<file path="src/rtl/icache_fetch_responder.sv">
// -----------------------------------------------------------------------------
// icache_fetch_responder
//
// Cache-side responder for the instruction-fetch handshake. It holds a
// direct-mapped, one-word-per-line instruction cache and answers each fetch
// request from the fetcher with a one-cycle response pulse. Misses are refilled
// through a simple req/ack memory port.
//
// Ports:
//   iClk             in   clock, rising edge
//   iResetn          in   synchronous active-low reset
//   fromFetcher_req  in   fetch request (level, held until response)
//   fromFetcher_pc   in   fetch address, sampled when the request is accepted
//   toFetcher_resp   out  response valid, one-cycle pulse
//   toFetcher_instr  out  instruction, meaningful while toFetcher_resp=1
//   toMem_req        out  refill request, held until fromMem_ack
//   toMem_addr       out  refill address (word aligned)
//   fromMem_ack      in   refill done, fromMem_rdata valid in the same cycle
//   fromMem_rdata    in   refill data
//   iInvalidate      in   invalidate all lines (fence.i)
//   oBusy            out  high whenever the state machine is not idle
// -----------------------------------------------------------------------------
module icache_fetch_responder #(
  parameter int LINES = 16,
  parameter int PCW   = 32,
  parameter int IW    = 32
) (
  input  logic             iClk,
  input  logic             iResetn,
  input  logic             fromFetcher_req,
  input  logic [PCW-1:0]   fromFetcher_pc,
  output logic             toFetcher_resp,
  output logic [IW-1:0]    toFetcher_instr,
  output logic             toMem_req,
  output logic [PCW-1:0]   toMem_addr,
  input  logic             fromMem_ack,
  input  logic [IW-1:0]    fromMem_rdata,
  input  logic             iInvalidate,
  output logic             oBusy
);

  localparam int IDXW = $clog2(LINES);
  localparam int TAGW = PCW - IDXW - 2;

  typedef enum logic [1:0] {
    S_IDLE   = 2'd0,
    S_LOOKUP = 2'd1,
    S_MREQ   = 2'd2,
    S_RESP   = 2'd3
  } state_t;

  // ---------------------------------------------------------------------------
  // State and datapath registers
  // ---------------------------------------------------------------------------
  state_t           r_state;
  state_t           w_state_next;
  logic [PCW-1:0]   r_pc;
  logic [PCW-1:0]   w_pc_next;
  logic [IW-1:0]    r_instr;
  logic [IW-1:0]    w_instr_next;
  logic             r_mem_req;
  logic             w_mem_req_next;
  logic [PCW-1:0]   r_mem_addr;
  logic [PCW-1:0]   w_mem_addr_next;
  // Remembers an invalidate seen during the current refill so the line being
  // filled is not marked valid with data that may predate the fence.
  logic             r_inv_pend;
  logic             w_inv_pend_next;

  // ---------------------------------------------------------------------------
  // Cache storage: valid bits in flops (they need reset and a bulk clear),
  // tag and data in plain arrays with a registered read port.
  // ---------------------------------------------------------------------------
  logic [LINES-1:0] r_valid;
  logic [TAGW-1:0]  r_tag_mem  [LINES];
  logic [IW-1:0]    r_data_mem [LINES];
  logic [TAGW-1:0]  r_rd_tag;
  logic [IW-1:0]    r_rd_data;

  logic [IDXW-1:0]  w_req_idx;
  logic [IDXW-1:0]  w_idx;
  logic [TAGW-1:0]  w_tag;
  logic             w_hit;
  logic             w_fill;
  logic             w_fill_valid;

  // The read address comes from the incoming pc so the read data is ready in
  // LOOKUP, one edge after acceptance.
  assign w_req_idx = fromFetcher_pc[IDXW+1:2];
  assign w_idx     = r_pc[IDXW+1:2];
  assign w_tag     = r_pc[PCW-1:IDXW+2];

  // An invalidate arriving in the LOOKUP cycle forces a miss.
  assign w_hit = (r_state == S_LOOKUP) && r_valid[w_idx] &&
                 (r_rd_tag == w_tag) && !iInvalidate;

  assign w_fill       = (r_state == S_MREQ) && fromMem_ack;
  assign w_fill_valid = w_fill && !iInvalidate && !r_inv_pend;

  // ---------------------------------------------------------------------------
  // Tag/data arrays: write on refill, registered read every cycle.
  // Reads are only consumed in LOOKUP and no write can happen on the edge
  // that enters LOOKUP, so read-during-write ordering never matters.
  // ---------------------------------------------------------------------------
  always_ff @(posedge iClk) begin
    if (w_fill) begin
      r_tag_mem[w_idx]  <= w_tag;
      r_data_mem[w_idx] <= fromMem_rdata;
    end
    r_rd_tag  <= r_tag_mem[w_req_idx];
    r_rd_data <= r_data_mem[w_req_idx];
  end

  // ---------------------------------------------------------------------------
  // Valid bits: invalidate beats a same-cycle fill of the line.
  // ---------------------------------------------------------------------------
  generate
    for (genvar gi = 0; gi < LINES; gi++) begin : g_valid
      always_ff @(posedge iClk) begin
        if (!iResetn) begin
          r_valid[gi] <= 1'b0;
        end else if (iInvalidate) begin
          r_valid[gi] <= 1'b0;
        end else if (w_fill_valid && (w_idx == IDXW'(gi))) begin
          r_valid[gi] <= 1'b1;
        end
      end
    end
  endgenerate

  // ---------------------------------------------------------------------------
  // FSM: state register plus registered outputs
  // ---------------------------------------------------------------------------
  always_ff @(posedge iClk) begin
    if (!iResetn) begin
      r_state    <= S_IDLE;
      r_pc       <= '0;
      r_instr    <= '0;
      r_mem_req  <= 1'b0;
      r_mem_addr <= '0;
      r_inv_pend <= 1'b0;
    end else begin
      r_state    <= w_state_next;
      r_pc       <= w_pc_next;
      r_instr    <= w_instr_next;
      r_mem_req  <= w_mem_req_next;
      r_mem_addr <= w_mem_addr_next;
      r_inv_pend <= w_inv_pend_next;
    end
  end

  // ---------------------------------------------------------------------------
  // FSM: next-state and next-output logic
  // ---------------------------------------------------------------------------
  always_comb begin
    w_state_next    = r_state;
    w_pc_next       = r_pc;
    w_instr_next    = r_instr;
    w_mem_req_next  = r_mem_req;
    w_mem_addr_next = r_mem_addr;
    w_inv_pend_next = r_inv_pend;

    case (r_state)
      S_IDLE: begin
        if (fromFetcher_req) begin
          w_pc_next    = fromFetcher_pc;
          w_state_next = S_LOOKUP;
        end
      end

      S_LOOKUP: begin
        w_inv_pend_next = 1'b0;
        if (w_hit) begin
          w_instr_next = r_rd_data;
          w_state_next = S_RESP;
        end else begin
          // Request and address are registered here so they are stable
          // from the first MREQ cycle through the ack cycle.
          w_mem_req_next  = 1'b1;
          w_mem_addr_next = {r_pc[PCW-1:2], 2'b00};
          w_state_next    = S_MREQ;
        end
      end

      S_MREQ: begin
        if (iInvalidate) begin
          w_inv_pend_next = 1'b1;
        end
        if (fromMem_ack) begin
          w_instr_next   = fromMem_rdata;
          w_mem_req_next = 1'b0;
          w_state_next   = S_RESP;
        end
      end

      S_RESP: begin
        w_state_next = S_IDLE;
      end

      default: begin
        w_state_next = S_IDLE;
      end
    endcase
  end

  // ---------------------------------------------------------------------------
  // Outputs
  // ---------------------------------------------------------------------------
  assign toFetcher_resp  = (r_state == S_RESP);
  assign toFetcher_instr = r_instr;
  assign toMem_req       = r_mem_req;
  assign toMem_addr      = r_mem_addr;
  assign oBusy           = (r_state != S_IDLE);

endmodule

</file>
<file path="config.mk">
export PLATFORM = sky130hd
export DESIGN_NAME = icache_fetch_responder
export DESIGN_NICKNAME = d
export VERILOG_FILES = /design/src/rtl/icache_fetch_responder.sv
export SDC_FILE = /design/constraint.sdc
export NUM_CORES = 1
export LEC_CHECK = 0
export CAP_MARGIN = 20
export CORE_ASPECT_RATIO = 0.75
export CORE_MARGIN = 3
export CORE_UTILIZATION = 45
export DETAILED_ROUTE_END_ITERATION = 16
export GPL_TIMING_DRIVEN = 0
export SYNTH_ARGS = -nofsm -noshare
export SYNTH_HDL_FRONTEND = slang
export SYNTH_SLANG_ARGS = --single-unit
</file>
<file path="constraint.sdc">
create_clock -name iClk -period 5.9 [get_ports iClk]
set_input_delay 1.475 -clock iClk [delete_from_list [all_inputs] [get_ports iClk]]
set_output_delay 1.475 -clock iClk [all_outputs]
set_load 0.05 [all_outputs]
</file>
==> run summary, run 1 <==
Area after detailed placement = 44800 um2
Highest ir drop seen on vdd = 0.304 mV
Flops & latches, synth = 1098
Placement-stage worst setup slack = 1.18 ns
Post-synth top flop = edfxtp_1
Num ports = 136
Clk slew on worst S/H paths = 0.06 ns
Leakage power of the design = 0.0153 uW
Die Outline Area = 94000 um2
Dpl cells = 3271
Wire length the detailed router placed on met1 = 42400 um
Top achievable clock speed = 250 MHz
H-tree depth reported by CTS = 3
Slowest cell delay on critical path = 0.81 ns
Half-perimeter wire length of the detailed placement result = 65000 um
Share of synthesized area occupied by flip-flops and latches = 77.0%
Post-cts hold buffer count = 0
Remaining DRCs = 0
Wire length of the first global-routing pass = 146000 um
Top layer used by detailed routing = met5
Share of the clock period used by the worst path = 67.7%
Cell area after synthesis = 40600 um2
Required arrival time at the worst endpoint = 6.43 ns
Top fanout value on the critical path = 10
Cell with the biggest individual delay on the critical path = clkbuf_1
Antenna viol nets, final = 0
Relative slew slack = 30.7%
Number of nets in the layout = 2254
Xor and xnor fraction of the mapped netlist area = 0.560%
Number of flops mapped to enable cells by yosys = 928
Slack of the worst reg-to-reg path = 2.51 ns
Total of fill cells in the finished design = 6592
Clock tree from TritonCTS = yes
Total of cells resized after clock tree synthesis = 0
Sinks on Clock Net = 1098
Cell-by-cell trace of the critical path = clkbuf_1 -> clkbuf_1 -> clkbuf_1 -> mux4_2 -> mux4_2
Terminus of the critical flop-to-flop path = toFetcher_instr[17]
Path category of the worst min-delay check = reg -> reg
Post-synthesis mux area share = 16.3%
Clock buffers created by TritonCTS = 103
Ratio of cells with drive above 1 in the final layout = 25.1%
Standard-cell row count = 94
Length of routed met3 wiring = 7910 um
Maximum number of pins on one net before global-route repair = 22
Quantity of I/O buffers inserted on ports = 127
Core area = 88600 um2
Clk_skew = 0.0209 ns
Wirelength per Cell = 28.9 um
Signed area change from the synthesized netlist to the final layout = 19.1%
Outcome = finished clean
Critical path endpoint category = flip-flop
Die H = 266 um
Amount of wire on met2 after detailed routing = 47800 um
Unique cell type count in the Yosys netlist = 39
Startpoint of the lowest-slack hold path = toMem_addr[12]
Post-CTS setup buffers = 0
Worst hold endpoint = toMem_addr[12]
Starting utilization of the core area = 45.9%
Hold Path Depth = 2
Data arrival at the endpoint of the critical path = 4.52 ns
Number of cell instances on the worst register-to-register path = 8
Max cap viols = 0
Weighted congestion reported at the end of routability-driven placement = 0.756
Chip Width = 353 um
Core utilization of the finished layout = 54.6%
DRT Wirelength = 100000 um
Number of global-route vias before repair = 20776
Async set or reset register ratio after synthesis = 0%
Clock buffer depth = 3
Final global-route overflow total = 0
Total count of max-transition violations in the final report = 0
Final setup slack of the worst path = 1.91 ns
Actual transition at the worst max-transition pin = 1.04 ns
Number of warnings reported in the yosys synthesis log = 0
RSZ-0062 raised after global routing = no
Area fraction in compound gates after synthesis = 2.70%
Initial drt markers = 2405
Startpoint Class = input pin
Via total after detailed routing = 20160
Total of endpoints with negative setup slack in the final report = 0
Reg2reg start = r_pc[7]
Vias per Instance = 5.81
Initial antenna violation count = 4
Worst slack on hold paths = 0.462 ns
Global Route Usage Sum = 21.5%
Synthesized area per cell = 21.6 um2
Area of all placed cells without fillers = 48400 um2
Combinational family with the most area after synthesis = multiplexers
Final hold violation count = 0
Adder and majority gate portion of the synthesized area = 0.154%
Min Clock Period, post-route = 3.99 ns
Clock root buffer = clkbuf_16
DR pass1 iterations = 5
Number of cells in the finished layout apart from fillers = 3472
Area fraction in and, or, nand and nor cells after synthesis = 2.04%
Ratio of total power to cell area = 381 nW/um2
Clk Latency, worst-skew pair = 0.68 ns
Start-to-end type of the worst setup path = in -> reg
Post-synthesis cell count = 1885
Cell type with the highest occurrence count on the critical path = clkbuf_1
==> power breakdown <==
| part | internal, uW | leakage [uW] | total (uW) | switching (uW) |
|---|---|---|---|---|
| logic | 889 | 0.00372 | 2480 | 1590 |
| registers | 8850 | 0.00989 | 9180 | 337 |
| clock network | 3920 | 0.00173 | 6760 | 2840 |
| total | 13700 | 0.0153 | 18400 | 4770 |
==> critical path: cells and delay by family <==
family / cells / cell delay [ns]
buffers and inverters: 3 / 2.08
multiplexers: 2 / 0.93
==> layer usage <==
layer | vias up | GRT usage [%]
met5 | - | 0
met4 | 4 | 5.17
met3 | 136 | 4.30
met2 | 800 | 34.0
met1 | 10800 | 31.2
li1 | 8420 | -
==> layout by cell type (no fill, tap or decap), drive strengths merged, types with 32 or more instances in the layout <==
cell type      netlist  routed
nand3               32      32
a21oi               43      43
nor2                41      41
clkinv               1      34
o22a                32      32
clkdlybuf4s50        0     127
o221a               32      32
buf                 33      95
dfxtp              170     170
edfxtp             928     928
nand2               98      98
mux4               294     294
clkbuf              79     228
==> cells in the mapped netlist, drive strengths merged, types with 2 or more instances <==
library cell	count	share of area (%)
nor3	2	0.025
nor2	41	0.38
buf	33	0.46
o21ai	30	0.37
nor2b	3	0.046
clkbuf	79	0.73
xnor2	23	0.50
a31oi	4	0.062
mux4	294	16
inv	5	0.046
nand3	32	0.39
nand2b	6	0.092
o22a	32	0.69
edfxtp	928	69
nand4	8	0.12
nand2	98	0.91
a21oi	43	0.56
xor2	3	0.065
ha	5	0.15
o221a	32	0.89
dfxtp	170	8.4
and2	2	0.031
==> worst max-delay path by stage <==
stage	from	slack (ns)	endpoint
2_1_floorplan	fromMem_ack	1.16	r_data_mem[11][0]
3_3_place_gp	fromMem_ack	-3.18	r_data_mem[7][12]
3_5_place_dp	fromFetcher_pc[3]	1.18	r_rd_tag[17]
4_1_cts	fromFetcher_pc[3]	1.90	r_rd_tag[17]
5_1_grt	fromFetcher_pc[3]	1.88	r_rd_tag[17]
6_report	fromFetcher_pc[3]	1.91	r_rd_tag[17]
==> registers in the layout (all words and copies together) (netlist names) <==
signal,count
r_rd_data,32
r_state,2
toFetcher_instr,32
r_rd_tag,26
r_data_mem,512
r_inv_pend,1
toMem_req,1
r_tag_mem,416
r_pc,30
r_valid,16
toMem_addr,30
==> cell type report <==
type / count / area (um2) / area share, %
repair buffers: 189 / 2650 / 5.47
inverters: 6 / 22.5 / 0.0465
clock inverters: 47 / 510 / 1.05
flip-flops and latches: 1098 / 31300 / 64.6
well taps: 1200 / 1500 / 3.10
plain buffers: 112 / 485 / 1.00
clock buffers: 149 / 2980 / 6.15
diodes: 1 / 2.50 / 0.00517
multi-input cells: 670 / 8980 / 18.6
==> stage by stage <==
step	total power, uW	TNS (ns)
floorplan	10700	0
global placement	11700	-2705.79
detailed placement	11800	0
CTS	18500	0
global route	19000	0
finish	18400	0
==> cells by family (layout without fill, tap and decap cells) <==
family          Yosys count  in the layout
other cells               1              3
simple gates            195            195
compound gates          147            147
fa+ha+maj                 5              5
xor+xnor                 26             26
mux                     295            295
buf+inv                 118            503
flops                  1098           1098
(Power assumes the default switching activity.)
==> run 2: changes to the inputs <==
==> constraint.sdc (replaced) <==
create_clock -name iClk -period 3.6 [get_ports iClk]
set_input_delay 0.9 -clock iClk [delete_from_list [all_inputs] [get_ports iClk]]
set_output_delay 0.9 -clock iClk [all_outputs]
set_load 0.05 [all_outputs]
==> run 2 against run 1 <==
Net effect:
- flip-flop and latch count unchanged
- core utilization decreased by 0.41 points
- via count increased by 0.47%
- largest cell class unchanged
- largest power group unchanged
- sequential power increased by 63%
==> run summary, run 2 (synthesis gave the netlist of run 1 again) <==
Outcome = finished clean
Area used by sequential logic in the layout = 31300 um2
Clock tree from TritonCTS = yes
Most frequent standard cell in the layout excluding fill and tap cells = edfxtp_1
Top fanout value on the critical path = 19
Net load switching power = 7720 uW
H-tree depth reported by CTS = 3
Path category of the worst min-delay check = reg -> reg
Highest ir drop seen on vdd = 0.416 mV
Post-cts hold buffer count = 0
Ratio of total power to cell area = 622 nW/um2
Start-to-end type of the worst setup path = reg -> reg
Required arrival time at the worst endpoint = 4.17 ns
Area of all placed cells without fillers = 48000 um2
Via total after detailed routing = 20255
Startpoint of the lowest-slack hold path = toMem_addr[24]
Reg2reg start = r_pc[8]
Chip Width = 353 um
DRT Wirelength = 99800 um
Signed area change from the synthesized netlist to the final layout = 18.2%
Final global-route overflow total = 0
Initial antenna violation count = 4
Total of cells resized after clock tree synthesis = 0
Total of endpoints with negative setup slack in the final report = 0
Top achievable clock speed = 298 MHz
Share of the clock period used by the worst path = 93.1%
Startpoint Class = flip-flop
Global Route Usage Sum = 21.3%
Ratio of cells with drive above 1 in the final layout = 24.7%
Top Registers = r_data_mem: 512 flops, r_tag_mem: 416 flops
Final setup slack of the worst path = 0.250 ns
Starting utilization of the core area = 45.9%
Core area = 88600 um2
Relative slew slack = 26.2%
Actual transition at the worst max-transition pin = 1.11 ns
DR pass1 iterations = 7
Worst setup path startpoint = r_pc[8]
Area taken by multi-input logic gates = 8980 um2
Number of nets in the layout = 2249
Min Clock Period, post-route = 3.35 ns
Clock buffers created by TritonCTS = 104
Clock root buffer = clkbuf_16
Weighted congestion reported at the end of routability-driven placement = 0.763
Critical path endpoint category = flip-flop
Standard-cell row count = 94
Number of cell instances on the worst register-to-register path = 7
Final hold violation count = 0
Die Outline Area = 94000 um2
Post-CTS setup buffers = 0
Leakage power of the design = 0.0152 uW
Antenna viol nets, final = 0
Wire length of the first global-routing pass = 144000 um
Register with the most flip-flops = r_data_mem
RSZ-0062 raised after global routing = no
Combinational group share of total power = 13.6%
Data arrival at the endpoint of the critical path = 3.92 ns
Fraction of power consumed by sequential logic = 50.3%
Placement-stage worst setup slack = -0.382 ns
Clk Latency, worst-skew pair = 0.67 ns
Clock buffer depth = 3
Maximum number of pins on one net before global-route repair = 24
Max cap viols = 0
Number of global-route vias before repair = 20646
Internal power of the cells = 22100 uW
Area after detailed placement = 44500 um2
Die H = 266 um
Switching share of power = 25.9%
Initial drt markers = 2432
Remaining DRCs = 0
Quantity of I/O buffers inserted on ports = 127
Worst hold endpoint = toMem_addr[24]
Clk_skew = 0.0256 ns
Slack of the worst reg-to-reg path = 0.25 ns
Sinks on Clock Net = 1098
Num ports = 136
Power share of the clock group = 36.1%
Top library cells by usage in the layout, fill and taps aside = edfxtp_1 (928), mux4_2 (294), dfxtp_1 (170)
Total count of max-transition violations in the final report = 0
Vias per Instance = 5.85
Terminus of the critical flop-to-flop path = toMem_addr[7]
Wirelength per Cell = 28.8 um
Hold Path Depth = 2
Total of fill cells in the finished design = 6659
Clk slew on worst S/H paths = 0.07 ns
Half-perimeter wire length of the detailed placement result = 64000 um
Max reg flops = 512
-- run 2: cell count changes in the layout (fill, tap and decap cells not counted), moves of 4 or more --
cell,delta
buf_16,-18
buf_12,+12
bufinv_16,-5
clkbuf_1,+4
clkbuf_16,+4
-- run 2: cell type report --
class | instances | area share (%)
clock buffers | 155 | 6.39
inverters | 6 | 0.0469
flip-flops and latches | 1098 | 65.1
multi-input cells | 670 | 18.7
well taps | 1200 | 3.13
repair buffers | 183 | 4.97
plain buffers | 112 | 1.01
diodes | 1 | 0.00521
clock inverters | 38 | 0.659
-- run 2: stage by stage --
step	hold slack (ns)	TNS [ns]	std cells	total power, uW	utilization, %
3_5_place_dp	0.455	-20.35	3261	19400	50.3
6_report	0.461	0	3463	29900	54.2
4_1_cts	0.468	0	3454	30100	54.1
3_3_place_gp	0.444	-3610.21	3213	19200	49.0
2_1_floorplan	0.431	-351.40	1886	17600	-
5_1_grt	0.482	0	3462	30900	54.2
-- run 2: critical path: stages (launching register included) --
cell and delay (ns):
dfxtp_1 0.51, xnor2_1 0.65, nand4_1 0.18, nor4_1 0.57, a41oi_2 0.29, buf_4 0.27
clkbuf_1 0.43, o21ai_0 0.34
-- run 2: worst max-delay path by stage --
stage	slack [ns]	endpoint	depth (start not counted)
3_5_place_dp	-0.38	r_rd_tag[19]	5
5_1_grt	0.07	toMem_addr[7]	7
3_3_place_gp	-4.80	r_data_mem[11][11]	4
6_report	0.25	toMem_addr[7]	7
4_1_cts	0.25	toMem_addr[7]	7
2_1_floorplan	-0.57	r_data_mem[11][0]	3
-- run 2: power by group through the flow --
| stage | logic [uW] | registers (uW) | clock network, uW |
|---|---|---|---|
| after detailed placement | 4050 | 15300 | 0 |
| after floorplan | 1680 | 15900 | 0 |
| after CTS | 4070 | 15000 | 11000 |
| after global placement | 3920 | 15300 | 0 |
| after global routing | 4260 | 15100 | 11500 |
| final | 4050 | 15000 | 10800 |
-- run 2: metal layers --
layer,up-vias,wire length (um),global-route usage [%]
met4,4,1910,5.14
met5,-,21,0
li1,8394,-,-
met1,10889,43700,31.7
met2,832,46500,32.7
met3,136,7570,4.10
==> RTL edit (flow settings as in run 2) <==
`r_mem_addr` no longer has a reset.
--- a/src/rtl/icache_fetch_responder.sv
+++ b/src/rtl/icache_fetch_responder.sv
@@ -138,5 +138,4 @@
       r_instr    <= '0;
       r_mem_req  <= 1'b0;
-      r_mem_addr <= '0;
       r_inv_pend <= 1'b0;
     end else begin
@@ -145,7 +144,10 @@
       r_instr    <= w_instr_next;
       r_mem_req  <= w_mem_req_next;
-      r_mem_addr <= w_mem_addr_next;
       r_inv_pend <= w_inv_pend_next;
     end
+  end
+
+  always_ff @(posedge iClk) begin
+    r_mem_addr <= w_mem_addr_next;
   end
 
Function: differs if iResetn is asserted again (counterexample within 4 cycles, from zero or initial values and one cycle with iResetn low); with iResetn held inactive, the same outputs for 4 cycles.
==> RTL edit against run 2 <==
Sequential cell count stayed put. Non-clock buffer count is 17 lower. Synthesized area is 0.34% lower. Power is 3.1% higher. Worst setup slack worse by 0.0044 ns. First-iteration DRC count is 12% lower. Cell area hardly changed. Wire length is 3.8% lower. Global-route usage is 0.56 points lower. Cell count is 2.9% lower.
==> RTL edit: results (changes against run 2) <==
CTS Buf Count 105 (+0.96%); first-pass GRT wire length 139500 um (-3.1%); met1 usage 29.54% (-2.2 points); total track usage 20.70% (-0.56 points); Worst Path Arrival 3.89 ns (-0.03 ns); Setup WS post-layout 0.2455 ns (-0.004354 ns); area of the multi-input gates 8611 um^2 (-4.1%); Seq/Total Area, Yosys 77.97% (+1.0 points); mux cell area share after synthesis 16.38% (+0.056 points); met2 WL 46150 um (-0.83%); Worst-Margin Slew 1.068 ns (-0.03833 ns); critical path's top delay family flip-flops; Fin Clk Skew 0.02639 ns (+0.0007853 ns); Vias/cell 5.732 (-2.0%); worst-path fanout max 23 (+4); met2 GRT Util 33.05% (+0.32 points); number of global-route vias before repair 20290 (-1.7%); Final #Nets 2143 (-4.7%); Commonest cells post-synth edfxtp_1, mux4_2, dfxtp_1; multi-input combinational cell count 580 (-13%); post-synthesis adder-cell area fraction 0.1545% (+0.00053 points); Post-Place Cells 3155 (-3.3%); antenna cells 3 (+2); WHS 0.4757 ns (+0.01499 ns); EDFF count, synth 958 (+3.2%); Crit path largest cell delay 0.81 ns (+0.16 ns); Leak 0.01518 uW (about the same); Initial DRT Pass Iterations 5 (-2); number of buffers added on ports 126 (-0.79%); Metal-1 WL 41030 um (-6.2%); drt first-iter violations 2145 (-12%); pre-CTS setup slack -0.6013 ns (-0.2194 ns); maximum vdd drop 0.0005167 V (+24%); Non-Filler Instances 3364 (-2.9%); status completed; slowest cell on the critical path dfxtp_1; hpwl dp 60310 um (-5.8%); top cells by area, synth edfxtp_1, mux4_2, dfxtp_1; clk_buf instances 152 (-1.9%); Compound-Gate Fraction of Synth Area 2.355% (-0.35 points); Cell variety after synth 40 (+2.6%); Final GP Congestion 0.7367 (-3.4%); FF/Latch Area 31570 um^2 (+0.96%); xor/xnor share of the synthesized area 0.5624% (+0.0019 points)
-- RTL edit: cell count changes after synthesis, sizes merged, moves of 13 or more --
cell,delta
edfxtp,+30
dfxtp,-30
o21ai,-30
clkbuf,-13
nand2,-30
nand3,-28
-- RTL edit: power by group --
group | switching (uW) | internal [uW] | total (uW) | leakage (uW)
clock | 4640 | 6510 | 11100 | 0.00174
sequential | 551 | 14700 | 15200 | 0.00994
combinational | 2830 | 1550 | 4380 | 0.00350
total | 8020 | 22800 | 30800 | 0.0152
-- RTL edit: what timing repair did --
| action | CTS | global route |
|---|---|---|
| gates resized for setup | 1 | 2 |
| setup endpoints to repair | 17 | 9 |
| pin swaps | 0 | 0 |
| endpoints found under the hold margin | 0 | 0 |
-- RTL edit: final timing paths --
kind,cells after the start,end,start
worst max-delay path,7,toFetcher_instr[29],r_pc[30]
worst max register to register,7,toFetcher_instr[29],r_pc[30]
worst min-delay path,2,r_valid[4],r_valid[4]
worst min register to register,2,r_valid[4],r_valid[4]
